### src/rtl/burst_slave_port_if.sv
// Bus bundle for burst_slave_port: serial master side plus parallel target side.
`timescale 1ns/1ps
interface burst_slave_port_if #(
  parameter int ADDR_W = 12,
  parameter int DATA_W = 8
);
  logic              ss;
  logic              m_valid;
  logic              s_ready;
  logic              in_write;
  logic              in_addr;
  logic              ser_wdata;
  logic              burst_en;
  logic              ser_rdata;
  logic              ser_rvalid;
  logic              m_ready;
  logic              busy;
  logic              t_req;
  logic              t_write;
  logic [ADDR_W-1:0] t_addr;
  logic [DATA_W-1:0] t_wdata;
  logic              t_ack;
  logic [DATA_W-1:0] t_rdata;

  modport slave (
    input  ss, m_valid, in_write, in_addr, ser_wdata, burst_en, m_ready, t_ack, t_rdata,
    output s_ready, ser_rdata, ser_rvalid, busy, t_req, t_write, t_addr, t_wdata
  );

  modport master (
    output ss, m_valid, in_write, in_addr, ser_wdata, burst_en, m_ready,
    input  s_ready, ser_rdata, ser_rvalid, busy
  );

  modport target (
    input  t_req, t_write, t_addr, t_wdata,
    output t_ack, t_rdata
  );
endinterface

### src/rtl/burst_slave_port.sv
// Serial-to-parallel slave port: LSB-first address/data in, req/ack to target, read data out.
// Define BURST_SLAVE_PORT_BURST_EN to build burst continuation with address auto-increment.
`timescale 1ns/1ps
module burst_slave_port #(
  parameter int ADDR_W = 12,
  parameter int DATA_W = 8
) (
  input  logic              in_clk,
  input  logic              reset_n,
  output logic              out_clk,
  burst_slave_port_if.slave bus
);
  // state    | meaning
  // ST_ADDR  | shifting in address bits; first bit latches direction
  // ST_WDATA | shifting in write data bits
  // ST_WREQ  | write request held to target until t_ack
  // ST_RREQ  | read request held to target until t_ack
  // ST_RDATA | shifting read data out to master
  localparam int MAX_W = (ADDR_W > DATA_W) ? ADDR_W : DATA_W;
  localparam int CNT_W = $clog2(MAX_W + 1);
  localparam logic [CNT_W-1:0] ADDR_LAST = CNT_W'(ADDR_W - 1);
  localparam logic [CNT_W-1:0] DATA_LAST = CNT_W'(DATA_W - 1);

  typedef enum logic [2:0] {
    ST_ADDR,
    ST_WDATA,
    ST_WREQ,
    ST_RREQ,
    ST_RDATA
  } state_e;

  state_e            state_q, state_d;
  logic [CNT_W-1:0]  cnt_q, cnt_d;
  logic [ADDR_W-1:0] addr_q, addr_d;
  logic [DATA_W-1:0] wdata_q, wdata_d;
  logic [DATA_W-1:0] shift_q, shift_d;
  logic              write_q, write_d;
  logic              hs_in;
  logic              hs_out;
  logic              burst_go;
  logic [ADDR_W-1:0] addr_inc;

  assign out_clk        = in_clk;
  assign bus.s_ready    = (state_q == ST_ADDR) || (state_q == ST_WDATA);
  assign bus.ser_rvalid = (state_q == ST_RDATA);
  assign bus.ser_rdata  = (state_q == ST_RDATA) && shift_q[0];
  assign bus.t_req      = (state_q == ST_WREQ) || (state_q == ST_RREQ);
  assign bus.busy       = !((state_q == ST_ADDR) && (cnt_q == '0));
  assign bus.t_write    = write_q;
  assign bus.t_addr     = addr_q;
  assign bus.t_wdata    = wdata_q;

  assign hs_in  = bus.ss && bus.m_valid && bus.s_ready;
  assign hs_out = bus.ss && bus.ser_rvalid && bus.m_ready;

`ifdef BURST_SLAVE_PORT_BURST_EN
  assign burst_go = bus.burst_en;
  assign addr_inc = addr_q + ADDR_W'(1);
`else
  // Without burst support every beat ends in ST_ADDR and burst_en is a don't-care.
  logic unused_burst_en;
  assign unused_burst_en = bus.burst_en;
  assign burst_go        = 1'b0;
  assign addr_inc        = addr_q;
`endif

  always_comb begin
    state_d = state_q;
    cnt_d   = cnt_q;
    addr_d  = addr_q;
    wdata_d = wdata_q;
    shift_d = shift_q;
    write_d = write_q;
    unique case (state_q)
      ST_ADDR: begin
        if (hs_in) begin
          addr_d = {bus.in_addr, addr_q[ADDR_W-1:1]};
          if (cnt_q == '0) write_d = bus.in_write;
          if (cnt_q == ADDR_LAST) begin
            cnt_d   = '0;
            state_d = write_q ? ST_WDATA : ST_RREQ;
          end else begin
            cnt_d = cnt_q + CNT_W'(1);
          end
        end
      end
      ST_WDATA: begin
        if (hs_in) begin
          wdata_d = {bus.ser_wdata, wdata_q[DATA_W-1:1]};
          if (cnt_q == DATA_LAST) begin
            cnt_d   = '0;
            state_d = ST_WREQ;
          end else begin
            cnt_d = cnt_q + CNT_W'(1);
          end
        end
      end
      ST_WREQ: begin
        if (bus.t_ack) begin
          cnt_d = '0;
          if (burst_go) begin
            addr_d  = addr_inc;
            state_d = ST_WDATA;
          end else begin
            state_d = ST_ADDR;
          end
        end
      end
      ST_RREQ: begin
        if (bus.t_ack) begin
          cnt_d   = '0;
          shift_d = bus.t_rdata;
          state_d = ST_RDATA;
        end
      end
      ST_RDATA: begin
        if (hs_out) begin
          shift_d = {1'b0, shift_q[DATA_W-1:1]};
          if (cnt_q == DATA_LAST) begin
            cnt_d = '0;
            if (burst_go) begin
              addr_d  = addr_inc;
              state_d = ST_RREQ;
            end else begin
              state_d = ST_ADDR;
            end
          end else begin
            cnt_d = cnt_q + CNT_W'(1);
          end
        end
      end
      default: begin
        state_d = ST_ADDR;
        cnt_d   = '0;
      end
    endcase
  end

  always_ff @(posedge in_clk or negedge reset_n) begin
    if (!reset_n) begin
      state_q <= ST_ADDR;
      cnt_q   <= '0;
      addr_q  <= '0;
      wdata_q <= '0;
      shift_q <= '0;
      write_q <= 1'b0;
    end else begin
      state_q <= state_d;
      cnt_q   <= cnt_d;
      addr_q  <= addr_d;
      wdata_q <= wdata_d;
      shift_q <= shift_d;
      write_q <= write_d;
    end
  end
endmodule

### src/flat_wrapper.sv
// flat-port wrapper written by rule: the top's interface ports become plain ports
module burst_slave_port_flat 
#(
  parameter int ADDR_W = 12,
  parameter int DATA_W = 8
)
  (in_clk, reset_n, out_clk, bus_ss, bus_m_valid, bus_in_write, bus_in_addr, bus_ser_wdata, bus_burst_en, bus_m_ready, bus_t_ack, bus_t_rdata, bus_s_ready, bus_ser_rdata, bus_ser_rvalid, bus_busy, bus_t_req, bus_t_write, bus_t_addr, bus_t_wdata);
  burst_slave_port_if #(.ADDR_W(ADDR_W), .DATA_W(DATA_W)) bus_i ();
  input  logic in_clk;
  input  logic reset_n;
  output logic out_clk;
  input wire logic [$bits(bus_i.ss)-1:0] bus_ss;
  input wire logic [$bits(bus_i.m_valid)-1:0] bus_m_valid;
  input wire logic [$bits(bus_i.in_write)-1:0] bus_in_write;
  input wire logic [$bits(bus_i.in_addr)-1:0] bus_in_addr;
  input wire logic [$bits(bus_i.ser_wdata)-1:0] bus_ser_wdata;
  input wire logic [$bits(bus_i.burst_en)-1:0] bus_burst_en;
  input wire logic [$bits(bus_i.m_ready)-1:0] bus_m_ready;
  input wire logic [$bits(bus_i.t_ack)-1:0] bus_t_ack;
  input wire logic [$bits(bus_i.t_rdata)-1:0] bus_t_rdata;
  output wire logic [$bits(bus_i.s_ready)-1:0] bus_s_ready;
  output wire logic [$bits(bus_i.ser_rdata)-1:0] bus_ser_rdata;
  output wire logic [$bits(bus_i.ser_rvalid)-1:0] bus_ser_rvalid;
  output wire logic [$bits(bus_i.busy)-1:0] bus_busy;
  output wire logic [$bits(bus_i.t_req)-1:0] bus_t_req;
  output wire logic [$bits(bus_i.t_write)-1:0] bus_t_write;
  output wire logic [$bits(bus_i.t_addr)-1:0] bus_t_addr;
  output wire logic [$bits(bus_i.t_wdata)-1:0] bus_t_wdata;
  assign bus_i.ss = bus_ss;
  assign bus_i.m_valid = bus_m_valid;
  assign bus_i.in_write = bus_in_write;
  assign bus_i.in_addr = bus_in_addr;
  assign bus_i.ser_wdata = bus_ser_wdata;
  assign bus_i.burst_en = bus_burst_en;
  assign bus_i.m_ready = bus_m_ready;
  assign bus_i.t_ack = bus_t_ack;
  assign bus_i.t_rdata = bus_t_rdata;
  assign bus_s_ready = bus_i.s_ready;
  assign bus_ser_rdata = bus_i.ser_rdata;
  assign bus_ser_rvalid = bus_i.ser_rvalid;
  assign bus_busy = bus_i.busy;
  assign bus_t_req = bus_i.t_req;
  assign bus_t_write = bus_i.t_write;
  assign bus_t_addr = bus_i.t_addr;
  assign bus_t_wdata = bus_i.t_wdata;
  burst_slave_port #(.ADDR_W(ADDR_W), .DATA_W(DATA_W)) u_core (.in_clk(in_clk), .reset_n(reset_n), .out_clk(out_clk), .bus(bus_i));
endmodule
### config.mk
export PLATFORM = sky130hd
export DESIGN_NAME = burst_slave_port_flat
export DESIGN_NICKNAME = d
export VERILOG_FILES = /design/src/rtl/burst_slave_port_if.sv /design/src/rtl/burst_slave_port.sv /design/src/flat_wrapper.sv
export SDC_FILE = /design/constraint.sdc
export NUM_CORES = 1
export LEC_CHECK = 0
export ABC_AREA = 1
export CORE_UTILIZATION = 52
export CTS_CLUSTER_SIZE = 20
export DETAILED_ROUTE_END_ITERATION = 8
export PLACE_DENSITY = 0.81
export SLEW_MARGIN = 25
export SYNTH_ARGS = -nofsm -noshare
export SYNTH_HDL_FRONTEND = slang
export SYNTH_SLANG_ARGS = --single-unit
### constraint.sdc
create_clock -name in_clk -period 2 [get_ports in_clk]
set_input_delay 0.4 -clock in_clk [delete_from_list [all_inputs] [get_ports in_clk]]
set_output_delay 0.4 -clock in_clk [all_outputs]
set_load 0.02 [all_outputs]
Yosys cells after proc, flatten, opt, wreduce, memory -nomap -nowiden
Index checks and enable logic that the tools add are counted.
Word-level totals
  register bits: 36
  bits of input ports: 18
  output and inout port bits: 27
  word-level logic and storage cells: 61
Cells by class
  $add $sub $neg: 1
  equality and inequality tests: 15
  mux-type cells: 20
  reduce and logical (&&, ||, !) cells: 19
Operator list (count)
  3-bit 2-to-1 mux: 8
  4-bit 2-to-1 mux: 6
  8-bit 2-to-1 mux: 2
  4-bit case mux with 4 select lines: 1
  8-bit case mux with 2 select lines: 1
  3-bit case mux with 5 select lines: 1
  2-bit inequality test, second input constant: 6
  8-bit AND reduction: 1
  3-bit by 2-bit == test with 1-bit output, second input constant: 2
  1-bit logical AND: 6
  2-bit by 1-bit inequality test with 1-bit output, second input constant: 3
  3-bit AND reduction: 2
  4-bit by 1-bit adder with 4-bit output, second input constant: 1
  4-bit by 3-bit == test with 1-bit output, second input constant: 1
  4-bit == test, second input constant: 1
  4-bit logical NOT: 1
  2-bit AND reduction: 2
  4-bit AND reduction: 1
  3-bit by 1-bit == test with 1-bit output, second input constant: 1
  3-bit == test, second input constant: 1
  3-bit logical NOT: 1
  1-bit logical OR: 2
  2-bit 2-to-1 mux: 1
  2-bit nonzero test: 1
  other kinds (2): 2

Depth between registers and ports, before layout
Gate-level depths: netlist of the first run.
  depth after elaboration: 5
  mapped depth: 10
  mapped depth without buffers: 10

==> results of run 1 <==
==> per-layer routing <==
layer  part of all wire  routed length [um]
met4             0.0021                   8
met2               0.47                1780
met3              0.072                 270
met5                  0                   0
met1               0.45                1710
==> cells in the mapped netlist, types with 3 or more instances <==
library cell  count
o21ai_1           7
a21oi_1           8
nand2_1          87
nand3_1          10
dfrtp_1          36
nor2_1           11
inv_2             4
o21ai_0           7
buf_6             3
inv_1            18
nand3_2           3
==> final timing paths <==
kind | endpoint | slack, ns | cells past startpoint
worst max-delay path | bus_busy | 0.06 | 5
worst min-delay path | u_core.cnt_q[2] | 0.42 | 3
worst max register to register | u_core.bus.t_write | 0.48 | 7
worst min register to register | u_core.shift_q[6] | 0.49 | 2
max in group asynchronous | u_core.state_q[1] | 1.38 | 3
min in group in_clk | u_core.shift_q[6] | 0.49 | 2
==> through the flow <==
step,util,instance area [sq um]
2_1_floorplan,-,1770
3_3_place_gp,0.732,2290
3_5_place_dp,0.732,2290
4_1_cts,0.764,2390
5_1_grt,0.764,2390
6_report,0.764,2390
==> critical path: stages (launching register included) <==
cell and delay, ns:
dfrtp_1 0.43, inv_1 0.09, ha_1 0.14, nor3b_4 0.20
nand2_1 0.07, buf_2 0.16
==> state kept, by name (all words and copies together) (netlist names) <==
name / flops
u_core.bus.t_wdata: 8
u_core.shift_q: 8
u_core.cnt_q: 4
u_core.bus.t_addr: 12
u_core.bus.t_write: 1
u_core.state_q: 3
==> what timing repair did <==
action | 4_1_cts | 5_1_grt
hold buffers | 1 | 0
resized for setup | 17 | 4
endpoints found under the hold margin | 36 | 0
buffers inserted | 0 | 1
setup endpoints to repair | 6 | 4
==> area by class of cell <==
type	count	area (sq um)	share of cell area
sequential	36	905	0.379
multi-input combinational	150	731	0.306
timing repair buffer	55	507	0.212
clock buffer	11	96.3	0.0403
inverter	24	95.1	0.0398
tap	44	55.1	0.0230
==> cells in the final DEF (no fill, tap or decap), types with 3 or more instances in the layout <==
| master | instances |
|---|---|
| o21ai_0 | 7 |
| buf_4 | 11 |
| nand3_1 | 10 |
| inv_1 | 18 |
| nand2_1 | 87 |
| buf_2 | 3 |
| clkdlybuf4s50_1 | 36 |
| clkbuf_4 | 8 |
| inv_2 | 4 |
| o21ai_1 | 7 |
| nor2_1 | 11 |
| dfrtp_1 | 33 |
| nand3_2 | 3 |
| a21oi_1 | 8 |
| dfrtp_2 | 3 |
==> kinds of logic (layout without fill, tap and decap cells) <==
group           Yosys count  in the layout  synth area share
fa+ha+maj                 2              2            0.0142
mux                       2              2            0.0127
simple gates            120            120             0.302
buf+inv                  30             90            0.0829
xor+xnor                  1              1           0.00496
compound gates           25             25            0.0737
flops                    36             36             0.510
==> where the power goes <==
| part | switching (mW) | total [mW] | internal [mW] |
|---|---|---|---|
| clock network | 0.281 | 0.565 | 0.284 |
| logic | 1.15 | 2.06 | 0.906 |
| registers | 0.256 | 1.32 | 1.07 |
| total | 1.69 | 3.95 | 2.26 |
==> impl_metrics.env, run 1 <==
export IMPL_final_cell_count_no_fill=320
export IMPL_worst_slack_ns=0.0589
export IMPL_grt_pass1_vias=1430
export IMPL_layout_drive_gt1_share=0.174
export IMPL_die_h_um=60.3
export IMPL_p_total_mw=3.95
export IMPL_syn_cell_area_sq_um=1770
export IMPL_synth_top_area_share=0.510
export IMPL_ys_warn_count=0
export IMPL_grt_pass1_wl_um=6250
export IMPL_wl_per_cell_um=11.8
export IMPL_yosys_most_used_dff="dfrtp_1"
export IMPL_synth_cell_types=27
export IMPL_skew_ns=0.0139
export IMPL_drtAntennaViolNets=0
export IMPL_met3_usage=0.0931
export IMPL_fin_nets=296
export IMPL_syn2layout_area_growth_pct=35.2
export IMPL_top_usage_layer="met2"
export IMPL_yosys_area_top_type="dfrtp_1"
export IMPL_syn_nets=236
export IMPL_hpwl_um=2700
export IMPL_grt_overflow_total=0
export IMPL_max_cap_viol_count=0
export IMPL_num_rows=20
export IMPL_grt_max_degree=37
export IMPL_clock_latency_ns=0.45
export IMPL_worst_path_max_fanout=4
export IMPL_use_met2=0.386
export IMPL_p_leak_nw=1.25
export IMPL_fillCellCount=243
export IMPL_vdd_ir_drop_max_mv=0.976
export IMPL_num_io_pins=45
export IMPL_fp_dieW_um=60.3
export IMPL_globalplace_congestion=0.801
export IMPL_crit_arrival_ns=1.54
export IMPL_max_slew_margin_rel=0.833
export IMPL_hold_viol_final=0
export IMPL_drc_errors=0
export IMPL_final_setup_viol_count=0
export IMPL_initial_utilization=0.565
export IMPL_core_area_sq_um=3130
export IMPL_worstMarginPinSlew_ns=0.251
export IMPL_wl_um=3770
export IMPL_drt_iter0_drc=90
export IMPL_synth_area_top_cells="dfrtp_1 51%, nand2_1 18%, inv_1 3.8%, nand3_1 2.8%, nor2_1 2.3%"
export IMPL_slew_viol_final=0
export IMPL_crit_path_start="u_core.cnt_q[0]"
export IMPL_rsz0062_at_grt="yes"
export IMPL_holdWs_ns=0.424
export IMPL_dieArea_sq_um=3630
export IMPL_io_buffers=43
export IMPL_status="complete, no violations"
export IMPL_antenna_found_initial=0
export IMPL_vias=1550
export IMPL_critical_path_class="reg -> out"
export IMPL_placedCellCount=308
export IMPL_setup_worst_path_start_class="register"
export IMPL_end_kind="output pin"
export IMPL_cts_tree="built"
export IMPL_ys_seq_area_frac=0.510
export IMPL_synthArstFlopShare=1.00
export IMPL_synth_avg_cell_area_sq_um=8.18
export IMPL_clkTransAtPathRegs_ns=0.11
export IMPL_timing_critical_path_required_ns=1.60
export IMPL_num_antenna_cells=0
export IMPL_tns_ns=0
export IMPL_fin_crit_sh=0.971
export IMPL_drtPass1Iterations=4
export IMPL_viasPerCell=4.84
export IMPL_grtUsageMet1=0.301
export IMPL_synthCells=216
export IMPL_synth_edf_count=0
export IMPL_min_period_ns=1.94
export IMPL_hp_class="in -> async"
export IMPL_p_per_area_nw_per_um2=1650
export IMPL_r2r_start="u_core.state_q[1]"
export IMPL_track_usage=0.240
export IMPL_dp_slack_ns=0.0516
export IMPL_synth_seq_cells=36
export IMPL_fmax_ghz=0.515
No activity file was read; power rests on OpenSTA's default activity.
==> run 2: changes to the inputs <==
Settings changed: GPL_TIMING_DRIVEN set to 0.
==> run 2 against run 1 <==
  * Hold slack got worse by 0.093 ns
  * Count of clock-buffer cells in the layout did not move
  * Clock power rose by 3.9%
  * Largest cell class unchanged
==> impl_metrics.env, run 2 (synthesis results as in run 1) <==
export IMPL_num_rows=20
export IMPL_core_area_sq_um=3130
export IMPL_die_h_um=60.3
export IMPL_p_leak_nw=1.28
export IMPL_slew_viol_final=0
export IMPL_p_per_area_nw_per_um2=1650
export IMPL_dp_slack_ns=-0.0722
export IMPL_final_common_cell="nand2_1"
export IMPL_vias=1611
export IMPL_num_antenna_cells=0
export IMPL_crit_slowest_cell="clkdlybuf4s15_2"
export IMPL_tns_ns=0
export IMPL_reg2reg_depth=9
export IMPL_max_slew_margin_rel=0.821
export IMPL_hpwl_um=2580
export IMPL_crit_arrival_ns=1.59
export IMPL_path_depth=4
export IMPL_hp_class="in -> async"
export IMPL_wl_per_cell_um=11.7
export IMPL_grt_overflow_total=0
export IMPL_crit_end="out_clk"
export IMPL_p_int_mw=2.34
export IMPL_p_total_mw=4.07
export IMPL_num_io_pins=45
export IMPL_drt_iter0_drc=87
export IMPL_path_buf_inv=4
export IMPL_cts_tree="built"
export IMPL_worst_path_max_fanout=2
export IMPL_path_cells="clkbuf_4, clkbuf_4, buf_4, clkdlybuf4s15_2"
export IMPL_combPwrFrac=0.535
export IMPL_track_usage=0.227
export IMPL_viasPerCell=4.93
export IMPL_fin_nets=302
export IMPL_antenna_found_initial=0
export IMPL_dieArea_sq_um=3630
export IMPL_critPathMostFrequentCell="clkbuf_4"
export IMPL_critical_path_class="clk -> out"
export IMPL_drtPass1Iterations=4
export IMPL_worstMarginPinSlew_ns=0.268
export IMPL_status="complete, no violations"
export IMPL_hold_viol_final=0
export IMPL_ff2ff_setup_slack_ns=0.49
export IMPL_timing_critical_path_required_ns=1.60
export IMPL_clkTransAtPathRegs_ns=0.11
export IMPL_io_buffers=43
export IMPL_initial_utilization=0.565
export IMPL_crit_family="buffers and inverters"
export IMPL_p_clk_frac=0.144
export IMPL_crit_path_start="in_clk"
export IMPL_globalplace_congestion=0.821
export IMPL_seqPwrFrac=0.321
export IMPL_grt_pass1_wl_um=5890
export IMPL_setup_worst_path_start_class="clock port"
export IMPL_fp_dieW_um=60.3
export IMPL_layout_drive_gt1_share=0.198
export IMPL_p_sw_mw=1.72
export IMPL_grt_pass1_vias=1421
export IMPL_syn2layout_area_growth_pct=39.4
export IMPL_worstReg2RegEnd="u_core.state_q[0]"
export IMPL_worst_slack_ns=0.0111
export IMPL_most_common_layout_cells="86 x nand2_1, 36 x clkdlybuf4s50_1, 34 x dfrtp_1"
export IMPL_p_sw_frac=0.424
export IMPL_r2r_start="u_core.state_q[0]"
export IMPL_max_stage_delay_ns=0.24
export IMPL_grt_max_degree=28
export IMPL_wl_um=3840
export IMPL_drtAntennaViolNets=0
export IMPL_utilization=0.787
export IMPL_largest_reg_flops=12
export IMPL_fillCellCount=239
export IMPL_skew_ns=0.0135
export IMPL_final_setup_viol_count=0
export IMPL_clock_latency_ns=0.45
export IMPL_max_cap_viol_count=0
export IMPL_vdd_ir_drop_max_mv=1.15
export IMPL_end_kind="output pin"
export IMPL_drc_errors=0
==> run 2: power groups by stage <==
stage / sequential [mW] / combinational (mW) / clock, mW
final: 1.30 / 2.18 / 0.587
after global routing: 1.35 / 2.38 / 0.637
after CTS: 1.31 / 2.00 / 0.614
after detailed placement: 1.32 / 1.94 / 0.0948
after global placement: 1.32 / 1.90 / 0.0948
after floorplan: 1.54 / 0.960 / 0.0584
==> run 2: how the worst min path moves through the flow <==
stage,depth (start not counted),startpoint,end
finish,2,reset_n,u_core.state_q[2]
global route,2,reset_n,u_core.state_q[2]
CTS,2,reset_n,u_core.shift_q[0]
detailed placement,1,reset_n,u_core.cnt_q[2]
global placement,2,u_core.shift_q[0],u_core.shift_q[0]
floorplan,0,reset_n,u_core.bus.t_addr[0]
==> run 2: timing repair <==
item                                    4_1_cts  5_1_grt
pin swaps                                     1        1
resized for setup                            27        4
hold buffers                                  1        0
gates cloned                                  0        0
buffers inserted                              3        8
endpoints found under the hold margin         9        0
endpoints found under the setup margin        6        4
==> run 2: layout make-up <==
type                    count  area, sq um  area share
flip-flops and latches     36          903       0.367
multi-input cells         150          741       0.301
repair buffers             55          512       0.208
inverters                  24         97.6      0.0396
clock buffers              11         88.8      0.0361
plain buffers               6         57.6      0.0234
well taps                  44         55.1      0.0224
clock inverters             1         7.51     0.00305
==> run 2: layer usage <==
metal / track usage / up-vias / wire length, um
met5: 0 / - / 0
met4: 0.123 / 0 / 61
met3: 0.0736 / 7 / 245
met2: 0.349 / 44 / 1750
met1: 0.281 / 749 / 1780
li1: - / 811 / -
==> run 2: metrics by stage <==
| stage | instance area (sq um) | hold slack [ns] | cells |
|---|---|---|---|
| finish | 2460 | 0.331 | 327 |
| global route | 2460 | 0.330 | 327 |
| CTS | 2400 | 0.315 | 319 |
| detailed placement | 2270 | 0.286 | 304 |
| global placement | 2250 | 0.463 | 303 |
| floorplan | 1770 | 0.104 | 216 |
